--- src/rtl/entropy_collector.sv ---
`default_nettype none
// ============================================================================
// Module   : entropy_collector
// Brief    : Packs WORDS 32-bit entropy words from a valid/ack source into one
//            block for the mixer. The optional repetition health test is built
//            when ENTROPY_COLLECTOR_REP_TEST_EN is defined.
// Revision : 1.0
// ============================================================================
module entropy_collector #(
    parameter int unsigned WORDS     = 16,
    parameter int unsigned REP_LIMIT = 4
) (
    input  logic                clk,
    input  logic                reset,
    input  logic                enable,
    input  logic                discard,
    input  logic                src_enabled,
    input  logic [31:0]         src_data,
    input  logic                src_valid,
    output logic                src_ack,
    output logic [WORDS*32-1:0] blk_data,
    output logic                blk_valid,
    input  logic                blk_ack,
    output logic [31:0]         word_count,
    output logic                security_error
);

    localparam int unsigned        c_IDX_W    = (WORDS > 1) ? $clog2(WORDS) : 1;
    localparam logic [c_IDX_W-1:0] c_LAST_IDX = c_IDX_W'(WORDS - 1);

    typedef enum logic [2:0] {
        S_IDLE    = 3'd0,
        S_COLLECT = 3'd1,
        S_ACK     = 3'd2,
        S_FULL    = 3'd3,
        S_ERROR   = 3'd4
    } state_t;

    state_t              state_q;
    logic [c_IDX_W-1:0]  idx_q;
    logic                src_ack_q;
    logic                blk_valid_q;
    logic [WORDS*32-1:0] blk_data_q;
    logic [31:0]         word_count_q;
    logic                w_rep_trip;

    generate
        if (WORDS < 2 || WORDS > 32 || REP_LIMIT < 2 || REP_LIMIT > 255) begin : g_bad_params
            $error("entropy_collector: WORDS or REP_LIMIT out of range");
        end
    endgenerate

`ifdef ENTROPY_COLLECTOR_REP_TEST_EN
    logic [7:0]  rep_cnt_q;
    logic [31:0] prev_q;
    logic        sec_err_q;
    logic [7:0]  w_rep_next;

    // rep_cnt_q==0 marks "no previous word" after reset or discard
    always_comb begin
        w_rep_next = 8'd1;
        if (rep_cnt_q != 8'd0 && src_data == prev_q) begin
            w_rep_next = rep_cnt_q + 8'd1;
        end
    end

    assign w_rep_trip     = (w_rep_next == 8'(REP_LIMIT));
    assign security_error = sec_err_q;
`else
    assign w_rep_trip     = 1'b0;
    assign security_error = 1'b0;
`endif

    always_ff @(posedge clk) begin
        if (reset) begin
            state_q      <= S_IDLE;
            idx_q        <= '0;
            src_ack_q    <= 1'b0;
            blk_valid_q  <= 1'b0;
            blk_data_q   <= '0;
            word_count_q <= '0;
`ifdef ENTROPY_COLLECTOR_REP_TEST_EN
            rep_cnt_q    <= '0;
            prev_q       <= '0;
            sec_err_q    <= 1'b0;
`endif
        end else if (discard && state_q != S_ERROR) begin
            // blk_data_q keeps its stale contents; only validity is dropped
            state_q     <= S_IDLE;
            idx_q       <= '0;
            src_ack_q   <= 1'b0;
            blk_valid_q <= 1'b0;
`ifdef ENTROPY_COLLECTOR_REP_TEST_EN
            rep_cnt_q   <= '0;
`endif
        end else begin
            case (state_q)
                S_IDLE: begin
                    if (enable && src_enabled) begin
                        state_q <= S_COLLECT;
                    end
                end
                S_COLLECT: begin
                    if (!enable || !src_enabled) begin
                        state_q <= S_IDLE;
                    end else if (src_valid) begin
                        if (w_rep_trip) begin
                            state_q <= S_ERROR;
`ifdef ENTROPY_COLLECTOR_REP_TEST_EN
                            sec_err_q <= 1'b1;
`endif
                        end else begin
                            for (int w = 0; w < int'(WORDS); w++) begin
                                if (idx_q == c_IDX_W'(w)) begin
                                    blk_data_q[(int'(WORDS) - 1 - w)*32 +: 32] <= src_data;
                                end
                            end
                            word_count_q <= word_count_q + 32'd1;
                            src_ack_q    <= 1'b1;
                            state_q      <= S_ACK;
`ifdef ENTROPY_COLLECTOR_REP_TEST_EN
                            rep_cnt_q    <= w_rep_next;
                            prev_q       <= src_data;
`endif
                        end
                    end
                end
                S_ACK: begin
                    src_ack_q <= 1'b0;
                    if (idx_q == c_LAST_IDX) begin
                        idx_q       <= '0;
                        blk_valid_q <= 1'b1;
                        state_q     <= S_FULL;
                    end else begin
                        idx_q   <= idx_q + c_IDX_W'(1);
                        state_q <= S_COLLECT;
                    end
                end
                S_FULL: begin
                    if (blk_ack) begin
                        blk_valid_q <= 1'b0;
                        state_q     <= (enable && src_enabled) ? S_COLLECT : S_IDLE;
                    end
                end
                S_ERROR: begin
                    src_ack_q   <= 1'b0;
                    blk_valid_q <= 1'b0;
                end
                default: begin
                    state_q <= S_IDLE;
                end
            endcase
        end
    end

    assign src_ack    = src_ack_q;
    assign blk_valid  = blk_valid_q;
    assign blk_data   = blk_data_q;
    assign word_count = word_count_q;

endmodule
`default_nettype wire

--- config.mk ---
export PLATFORM = sky130hd
export DESIGN_NAME = entropy_collector
export DESIGN_NICKNAME = d
export VERILOG_FILES = /design/src/rtl/entropy_collector.sv
export SDC_FILE = /design/constraint.sdc
export NUM_CORES = 1
export LEC_CHECK = 0
export ABC_AREA = 1
export BUFFER_PORTS_ARGS = -buffer_cell sky130_fd_sc_hd__buf_2
export CORE_AREA = 4 4 228 230
export DETAILED_ROUTE_END_ITERATION = 7
export DIE_AREA = 0 0 232 234
export HOLD_SLACK_MARGIN = 0.06
export PLACE_DENSITY = 0.68
export SETUP_SLACK_MARGIN = 0.15
export SLEW_MARGIN = 15
export SYNTH_ARGS = -nofsm -noshare
export SYNTH_HDL_FRONTEND = slang
export SYNTH_SLANG_ARGS = --single-unit
--- constraint.sdc ---
create_clock -name clk -period 3.1 [get_ports clk]
set_input_delay 0.155 -clock clk [delete_from_list [all_inputs] [get_ports clk]]
set_output_delay 0.155 -clock clk [all_outputs]
set_load 0.01 [all_outputs]
==> results.toml, run 1 <==
[outcome]
status = "finished clean"

[critical_path]
critPathKind = "flop to flop"
critPathCaptureType = "flop"
path_delay_family = "buffers and inverters"
crit_buf_inv = 4
cp.required_ns = 3.54
crit_path_max_incr_delay_ns = 0.33
path_cells = "inv_1 > ha_1 > nand3_2 > inv_2 > nand2_4 > nor2_4 > buf_12 > nand2_1 > buf_4 > nand2_1 > a21oi_1"
cp.arrival_ns = 2.82
cpMostUsedCell = "nand2_1"
critPathMaxFanout = 101
cp-start-kind = "flop"
crit_slowest_cell = "dfxtp_1"

[grt]
grt_use_met3 = 0.101
grt_pass1_wl_um = 122000
grt_usage = 0.292
grt_overflow = 0
grt_pass1_vias = 18600
grt-busiest-layer = "met2"
met2_usage = 0.436
grt_max_degree = 210
met1_usage = 0.396
grt_antenna_before_repair = 4

[timing]
max_freq_mhz = 420
rsz0062_at_grt = "no"
min_period_ns = 2.38
worstMarginPinSlew_ns = 1.16
clock_skew_ns = 0.0209
setup_viol = 0
drv_slew = 0
slew_headroom = 0.226
finalCritPeriodShare = 0.769
setup_tns_ns = 0
hold_viol = 0

[synthesis]
synth_ff_type = "dfxtp_1"
yosysSeqAreaShare = 0.533
syn-num-nets = 2728
synth_edf_count = 0
ys_ff_latch = 552
synth_top_area_frac = 0.533
syn_inst = 2680
synth_largest_area_cell = "dfxtp_1"
syn_area_per_cell_um2 = 7.74
synthTopCellsByArea = "dfxtp_1 53%, a21oi_1 13%, nand3_1 11%"
synth_cell_types = 27
async_reset_ff_frac = 0
ys_warn_count = 0
syn-cell-area_um2 = 20700

[clock_network]
htreeDepth = 2
cts_resized = 0
insertion_delay_ns = 0.61
cts-root-buf = "clkbuf_16"
path_clk_slew_ns = 0.06
cts_tree = "built"
cts_setup_buffers = 0
clock_sinks = 552
cts_inserted_buffers = 56
cts_buffer_depth = 3

[floorplan]
fp.dieW_um = 232
start_util = 0.416
die-height_um = 234
rows = 82
coreArea_um2 = 49900
io_pins = 586
dieArea_um2 = 54300

[route]
firstDrtPassIters = 6
wirelength_um = 84300
avgRoutedWirePerCell_um = 21.9
via_per_inst = 5.42
dr_total_vias = 20800
final_antenna_net_count = 0
route.detailed.drc = 0
drt_iter0_drc = 2553

[pwr]
power_density_nw_per_um2 = 553
leakage_nw = 10.4
ir_drop_mv = 0.403

[layout]
num-nets-final = 3175
syn_to_final_growth_pct = 24.2
fill_cells = 4835
num_antenna_cells = 0
mostFrequentLayoutCell = "buf_2"
final_cells = 3844
final_layout_size_suffix_gt1_frac = 0.229
multi_input_area_um2 = 8160
seq_area_um2 = 11100
layout_common_cells = "583 x buf_2, 552 x dfxtp_1, 546 x nand2_1"

[hold_path]
worstHoldPathType = "primary input to flop"

[placement]
portBuffers = 584
placedCellCount = 3733
gp_congestion = 0.940
dp_hpwl_um = 53200

[job]
maxCapViolCount = 0
==> layout make-up <==
class,count,share of cell area
multi-input combinational,1753,0.317
clock inverter,18,0.00627
tap,672,0.0326
inverter,130,0.0190
timing repair buffer,634,0.133
sequential,552,0.429
clock buffer,85,0.0634
==> registers in the layout (all words and copies together), names as in the netlist <==
| register | count |
|---|---|
| src_ack | 1 |
| state_q | 2 |
| blk_valid | 1 |
| word_count | 32 |
| idx_q | 4 |
| blk_data | 512 |
==> power by group <==
group	leakage (nW)	internal, W	total [W]	switching [W]
sequential	4.44	0.00709	0.00710	0.00000230
combinational	5.09	0.0000550	0.000464	0.000409
clock	0.885	0.00379	0.00668	0.00289
==> path summary, 6_finish.rpt <==
check | startpoint | to | slack [ns] | cells past startpoint
hold / removal | src_data[29] | blk_data[413]$_SDFFE_PP0P_ | 0.12 | 3
hold reg to reg | blk_data[11]$_SDFFE_PP0P_ | blk_data[11]$_SDFFE_PP0P_ | 0.44 | 2
setup reg to reg | state_q[1]$_SDFFE_PP0P_ | blk_data[346]$_SDFFE_PP0P_ | 0.72 | 11
setup / recovery | state_q[1]$_SDFFE_PP0P_ | blk_data[346]$_SDFFE_PP0P_ | 0.72 | 11
==> worst min-delay path: stages <==
cell and delay, ns:
buf_2 0.28, nand3_1 0.17, a21oi_1 0.06
==> kinds of logic (layout without fill, tap and decap cells) <==
logic type | count (synthesis) | in the layout | share of synthesized area
other | 1 | 1 | 0.000181
adders and majority gates | 9 | 9 | 0.00543
AOI/OAI and AO/OA | 618 | 618 | 0.149
buffers and inverters | 375 | 867 | 0.0746
and+or+nand+nor | 1122 | 1122 | 0.236
DFF | 552 | 552 | 0.533
xor gates and xnor gates | 3 | 3 | 0.00127
==> cells in the mapped netlist, types with 2 or more instances <==
cell	number
dfxtp_1	552
inv_1	129
nand3_1	470
a21oi_1	535
buf_1	5
ha_1	9
buf_2	64
clkbuf_1	162
nor2_4	3
buf_6	2
nand2_1	549
nor2_2	3
xor2_1	2
nor3_1	3
o21ai_0	82
nor4_1	2
nor2_1	76
buf_4	12
nand4_1	12
==> what timing repair did <==
action | 4_1_cts | 5_1_grt
hold buffers | 8 | 0
setup endpoints to repair | 0 | 0
hold endpoints to repair | 49 | 0
==> metal layers <==
layer / vias to the layer above / wire (µm)
li1: 9793 / -
met2: 1159 / 36500
met5: - / 0
met3: 166 / 10700
met4: 0 / 2980
met1: 9711 / 34100
==> per-stage QoR <==
stage	setup slack, ns	cell area (µm²)	hold slack (ns)	power, W	utilization
3_5_place_dp	0.781	23900	0.431	0.00770	0.479
6_report	0.718	25800	0.121	0.0142	0.516
3_3_place_gp	0.844	23900	0.428	0.00770	0.479
5_1_grt	0.571	25800	0.115	0.0146	0.516
2_1_floorplan	1.41	20700	0.319	0.00744	-
4_1_cts	0.788	25800	0.0989	0.0143	0.516
(Power assumes the default switching activity.)
==> run 2: changes to the inputs <==
--- a/config.mk
+++ b/config.mk
@@ -5,13 +5,13 @@
 export SDC_FILE = /design/constraint.sdc
 export NUM_CORES = 1
 export LEC_CHECK = 0
-export ABC_AREA = 1
+export ABC_AREA = 0
 export BUFFER_PORTS_ARGS = -buffer_cell sky130_fd_sc_hd__buf_2
-export CORE_AREA = 4 4 228 230
+export CORE_AREA = 4 4 223 225
 export DETAILED_ROUTE_END_ITERATION = 7
-export DIE_AREA = 0 0 232 234
+export DIE_AREA = 0 0 227 229
 export HOLD_SLACK_MARGIN = 0.06
-export PLACE_DENSITY = 0.68
+export PLACE_DENSITY = 0.69
 export SETUP_SLACK_MARGIN = 0.15
 export SLEW_MARGIN = 15
 export SYNTH_ARGS = -nofsm -noshare
==> constraint.sdc (replaced) <==
create_clock -name clk -period 2.3 [get_ports clk]
set_input_delay 0.115 -clock clk [delete_from_list [all_inputs] [get_ports clk]]
set_output_delay 0.115 -clock clk [all_outputs]
set_load 0.01 [all_outputs]
==> run 2 against run 1 <==
Via count is 8.0% lower. Setup slack got worse by 0.51 ns. Fmax increased by 14%. Die area decreased by 4.2%. Non-clock buffer count up 52. Clock power increased by 30%. Sequential cell count unchanged. Total power rose by 33%. Utilization grew 2.7 points. Global-route usage shrank 1.3 points. Clock skew decreased by 0.0049 ns. Synthesized cell count is 11% lower. Critical path type unchanged.
==> results.toml, run 2 <==
[synthesis]
post-synth-top-count-cell = "nand2_1"
synth_largest_area_cell = "dfxtp_1"
synth_common_cells = "782 x nand2_1, 552 x dfxtp_1, 408 x a21oi_1"
syn_area_per_cell_um2 = 8.31
synth_cell_types = 41
syn-num-nets = 2438
ys_warn_count = 0
synth_edf_count = 0
synth_top_area_frac = 0.556
yosysSeqAreaShare = 0.556
synthTopCellsByArea = "dfxtp_1 56%, nand2_1 15%, a21oi_1 10%"
ys_ff_latch = 552
async_reset_ff_frac = 0
syn_inst = 2390
syn-cell-area_um2 = 19900
synth_ff_type = "dfxtp_1"

[timing]
rsz0062_at_grt = "yes"
slew_headroom = 0.435
max_freq_mhz = 477
clock_skew_ns = 0.0161
hold_viol = 0
finalCritPeriodShare = 0.911
worstMarginPinSlew_ns = 0.848
setup_viol = 0
setup_tns_ns = 0
drv_slew = 0
min_period_ns = 2.09

[grt]
grt_pass1_vias = 18200
grt_usage = 0.279
grt_max_degree = 109
grt_antenna_before_repair = 1
grt_pass1_wl_um = 112000
grt_overflow = 0

[clock_network]
insertion_delay_ns = 0.59
cts_buffer_depth = 3
cts_tree = "built"
htreeDepth = 2
cts_inserted_buffers = 54
path_clk_slew_ns = 0.06
cts-root-buf = "clkbuf_16"
clock_sinks = 552

[route]
drt_iter0_drc = 1593
wirelength_um = 76800
firstDrtPassIters = 5
final_antenna_net_count = 0
avgRoutedWirePerCell_um = 21.5
dr_total_vias = 19200
route.detailed.drc = 0
via_per_inst = 5.36

[placement]
portBuffers = 584
placed_cell_area_um2 = 23600
dp_hpwl_um = 51600
gp_congestion = 0.820

[pwr]
ir_drop_mv = 0.513
power_density_nw_per_um2 = 732
leakage_nw = 11.7

[outcome]
status = "finished clean"

[layout]
mostFrequentLayoutCell = "nand2_1"
syn_to_final_growth_pct = 30.0
seq_area_um2 = 11100
postLayoutCellArea_um2 = 25800
layout_common_cells = "782 x nand2_1, 583 x buf_2, 548 x dfxtp_1"
num_antenna_cells = 0
multi_input_area_um2 = 8030
num-nets-final = 2970
fill_cells = 4313
final_layout_size_suffix_gt1_frac = 0.256
largest_register_ffs = 512

[critical_path]
critPathCaptureType = "flop"
crit_buf_inv = 1
r2r_setup_slack_ns = 0.21
crit_slowest_cell = "or4_4"
path_cells = "nand4_1 > or4_4 > buf_4 > or4_1 > a21oi_1"
crit_path_max_incr_delay_ns = 0.56
cp-start-kind = "flop"
cp.arrival_ns = 2.60
path_delay_family = "simple AND/OR/NAND/NOR gates"
critPathMaxFanout = 12
cp.required_ns = 2.80
critPathKind = "flop to flop"

[floorplan]
dieArea_um2 = 52000
coreArea_um2 = 47500
rows = 80
die-height_um = 229
start_util = 0.418
fp.dieW_um = 227
io_pins = 586

[hold_path]
worstHoldPathType = "primary input to flop"

[job]
maxCapViolCount = 0
-- run 2: cell count changes after synthesis, sizes merged, moves of 6 or more --
| cell | change |
|---|---|
| inv | -118 |
| nand4 | +7 |
| nand2 | +232 |
| o31ai | +17 |
| nor2 | +64 |
| a21oi | -127 |
| clkbuf | +32 |
| or3 | +6 |
| or4 | +20 |
| o21ai | -78 |
| buf | -67 |
| and4 | +9 |
| nand3 | -458 |
| mux2i | +130 |
-- run 2: path summary, 6_finish.rpt --
check                              startpoint                          end  depth (start not counted)
hold reg to reg    blk_data[358]$_SDFFE_PP0P_   blk_data[358]$_SDFFE_PP0P_                          2
setup / recovery  word_count[17]$_SDFFE_PP0P_  word_count[21]$_SDFFE_PP0P_                          5
setup reg to reg  word_count[17]$_SDFFE_PP0P_  word_count[21]$_SDFFE_PP0P_                          5
hold / removal                    src_data[0]   blk_data[416]$_SDFFE_PP0P_                          3
-- run 2: through the flow --
stage               utilization  instances  power, W  hold slack, ns  setup slack [ns]
floorplan                     -       2390    0.0100           0.251             0.177
global placement          0.496       3438    0.0103           0.429             0.123
detailed placement        0.496       3438    0.0104           0.444             0.137
CTS                       0.541       3574    0.0190          0.0626             0.183
global route              0.543       3577    0.0194          0.0801             0.133
finish                    0.543       3577    0.0189          0.0912             0.206
-- run 2: metal layers --
metal,track usage,part of all wire,vias up
met4,0.117,0.044,2
met1,0.340,0.38,9129
met2,0.466,0.48,962
met3,0.0747,0.096,200
met5,0,0.00018,-
li1,-,-,8877
-- run 2: kinds of logic (layout without fill, tap and decap cells) --
group | after synthesis | after routing | synth area share
flip-flops | 552 | 552 | 0.556
adder cells (fa/ha/maj) | 9 | 9 | 0.00567
XOR/XNOR | 7 | 7 | 0.00309
other | 1 | 1 | 0.000189
buffers and inverters | 222 | 794 | 0.0434
AND/OR/NAND/NOR | 1028 | 1028 | 0.210
AO/OA/AOI/OAI | 437 | 437 | 0.113
multiplexers | 134 | 134 | 0.0678
-- run 2: area by class of cell --
class,count,area share
flip-flops and latches,552,0.428
clock inverters,13,0.00397
repair buffers,686,0.162
clock buffers,83,0.0632
inverters,12,0.00174
well taps,615,0.0298
multi-input cells,1616,0.311
-- run 2: what timing repair did --
item	in CTS	in global routing
endpoints found under the setup margin	4	69
endpoints found under the hold margin	353	0
hold buffers	40	0
resized for setup	2	19
setup buffers	0	3
pin swaps	0	4
-- run 2: where the power goes --
| part | internal, W | total [W] | leakage, nW | switching (W) |
|---|---|---|---|---|
| registers | 0.00956 | 0.00957 | 4.45 | 0.00000568 |
| logic | 0.000142 | 0.000636 | 6.41 | 0.000494 |
| clock network | 0.00497 | 0.00871 | 0.855 | 0.00373 |
-- run 2: tightest hold or removal path, stage by stage --
cell	delay, ns
buf_2	0.31
nand2_1	0.13
a21oi_1	0.05
==> run 3: changes to the inputs <==
--- a/config.mk
+++ b/config.mk
@@ -12,6 +12,7 @@
 export DIE_AREA = 0 0 227 229
 export HOLD_SLACK_MARGIN = 0.06
 export PLACE_DENSITY = 0.69
+export RECOVER_POWER = 25
 export SETUP_SLACK_MARGIN = 0.15
 export SLEW_MARGIN = 15
 export SYNTH_ARGS = -nofsm -noshare
==> run 3 against run 2 <==
Sequential power barely moved. Clock-buffer cell count did not move. Register-to-register slack barely moved. Setup slack barely moved. Largest cell class unchanged. Die area did not move. Fmax barely moved. Wire length rose by 0.18%. Final cell count did not move. Clock skew rose by 0.0021 ns. Via count rose by 0.18%.
==> results.toml, run 3 (synthesized netlist as in run 2, its figures left out) <==
[outcome]
status = "finished clean"

[pwr]
p_comb_frac = 0.034
ir_drop_mv = 0.527
p_sw_frac = 0.224
power_density_nw_per_um2 = 742
pwr-share-clk = 0.460
power_w = 0.0189
p_int_w = 0.0147
p_switching_w = 0.00423
power_frac_seq = 0.506
leakage_nw = 10.5

[route]
firstDrtPassIters = 5
final_antenna_net_count = 0
wirelength_um = 76900
route.detailed.drc = 0
dr_total_vias = 19200
avgRoutedWirePerCell_um = 21.5
via_per_inst = 5.37
drt_iter0_drc = 1666

[critical_path]
cp.required_ns = 2.81
critPathMaxFanout = 7
cpMostUsedCell = "or4_4"
critPathKind = "flop to flop"
cp.arrival_ns = 2.61
critPathCaptureType = "flop"
cp-start-kind = "flop"
crit_slowest_cell = "or4_4"
path_cells = "inv_2 > ha_4 > nand4b_1 > or4_4 > buf_8 > or4_4 > a21oi_2"
crit_path_max_incr_delay_ns = 0.61
r2r_setup_slack_ns = 0.21

[floorplan]
start_util = 0.418
rows = 80
dieArea_um2 = 52000
coreArea_um2 = 47500
fp.dieW_um = 227
die-height_um = 229
io_pins = 586

[layout]
final_layout_size_suffix_gt1_frac = 0.163
fill_cells = 4479
num-nets-final = 2970
num_antenna_cells = 0
syn_to_final_growth_pct = 28.2
multi_input_area_um2 = 8030
seq_area_um2 = 11100
layout_common_cells = "782 x nand2_1, 548 x dfxtp_1, 406 x a21oi_1"
mostFrequentLayoutCell = "nand2_1"
largest_register_ffs = 512
final_cells = 3577

[grt]
grt_max_degree = 109
grt_overflow = 0
grt_pass1_wl_um = 112000
grt_pass1_vias = 18200
grt_usage = 0.279
grt_antenna_before_repair = 1

[clock_network]
path_clk_slew_ns = 0.06
clock_sinks = 552
cts_tree = "built"
htreeDepth = 2
cts-root-buf = "clkbuf_16"
cts_buffer_depth = 3
cts_inserted_buffers = 54
insertion_delay_ns = 0.59

[timing]
slew_headroom = 0.442
clock_skew_ns = 0.0182
hold_viol = 0
finalCritPeriodShare = 0.910
worstMarginPinSlew_ns = 0.837
max_freq_mhz = 478
min_period_ns = 2.09
setup_tns_ns = 0
drv_slew = 0
rsz0062_at_grt = "yes"
setup_viol = 0

[placement]
placedCellCount = 3438
gp_congestion = 0.820
portBuffers = 584
dp_hpwl_um = 51600

[hold_path]
worstHoldPathType = "primary input to flop"

[job]
maxCapViolCount = 0
## run 3: changes by cell type in the layout (fill, tap and decap cells not counted)
cell	delta
clkbuf_1	+274
buf_2	-274
## run 3: stage by stage
stage | hold WS (ns) | cell area, µm² | setup slack [ns] | util
detailed placement | 0.444 | 23600 | 0.137 | 0.496
global route | 0.0801 | 25500 | 0.133 | 0.536
finish | 0.0972 | 25500 | 0.206 | 0.536
CTS | 0.0626 | 25700 | 0.183 | 0.541
global placement | 0.429 | 23600 | 0.123 | 0.496
floorplan | 0.251 | 19900 | 0.177 | -
## run 3: area by class of cell
class                   instances  share of cell area
clock inverters                13             0.00403
inverters                      12             0.00177
well taps                     615              0.0302
repair buffers                686               0.151
multi-input cells            1616               0.315
clock buffers                  83              0.0640
flip-flops and latches        552               0.434
## run 3: final timing paths
path | start | to | cells past startpoint
worst min register to register | blk_data[428]$_SDFFE_PP0P_ | blk_data[428]$_SDFFE_PP0P_ | 2
worst min-delay path | src_data[0] | blk_data[416]$_SDFFE_PP0P_ | 3
worst max-delay path | state_q[1]$_SDFFE_PP0P_ | word_count[27]$_SDFFE_PP0P_ | 7
worst max register to register | state_q[1]$_SDFFE_PP0P_ | word_count[27]$_SDFFE_PP0P_ | 7
## run 3: worst max-delay path: cells and delay by family, from the launching register on
kind	cells	cell delay [ns]
simple gates	3	1.20
buf+inv	2	0.24
compound gates	1	0.12
fa+ha+maj	1	0.12
flops	1	0.34
## run 3: what timing repair did
action                                  4_1_cts  5_1_grt
endpoints found under the hold margin       353        0
endpoints found under the setup margin        4       69
hold buffers                                 40        0
gates resized for setup                       2       19
pin swaps                                     0        4
setup buffers                                 0        3
## run 3: routing by layer
layer | vias to the layer above | track usage | share of wire
met1 | 9174 | 0.340 | 0.39
met3 | 210 | 0.0747 | 0.093
met5 | - | 0 | 0.00018
li1 | 8883 | - | -
met4 | 2 | 0.117 | 0.045
met2 | 936 | 0.466 | 0.47
## run 3: power groups by stage
stage	combinational (W)	sequential, W	clock, W
floorplan	0.000253	0.00978	0
detailed placement	0.000569	0.00978	0
finish	0.000636	0.00957	0.00870
global route	0.000660	0.00956	0.00922
CTS	0.000621	0.00957	0.00881
global placement	0.000564	0.00978	0
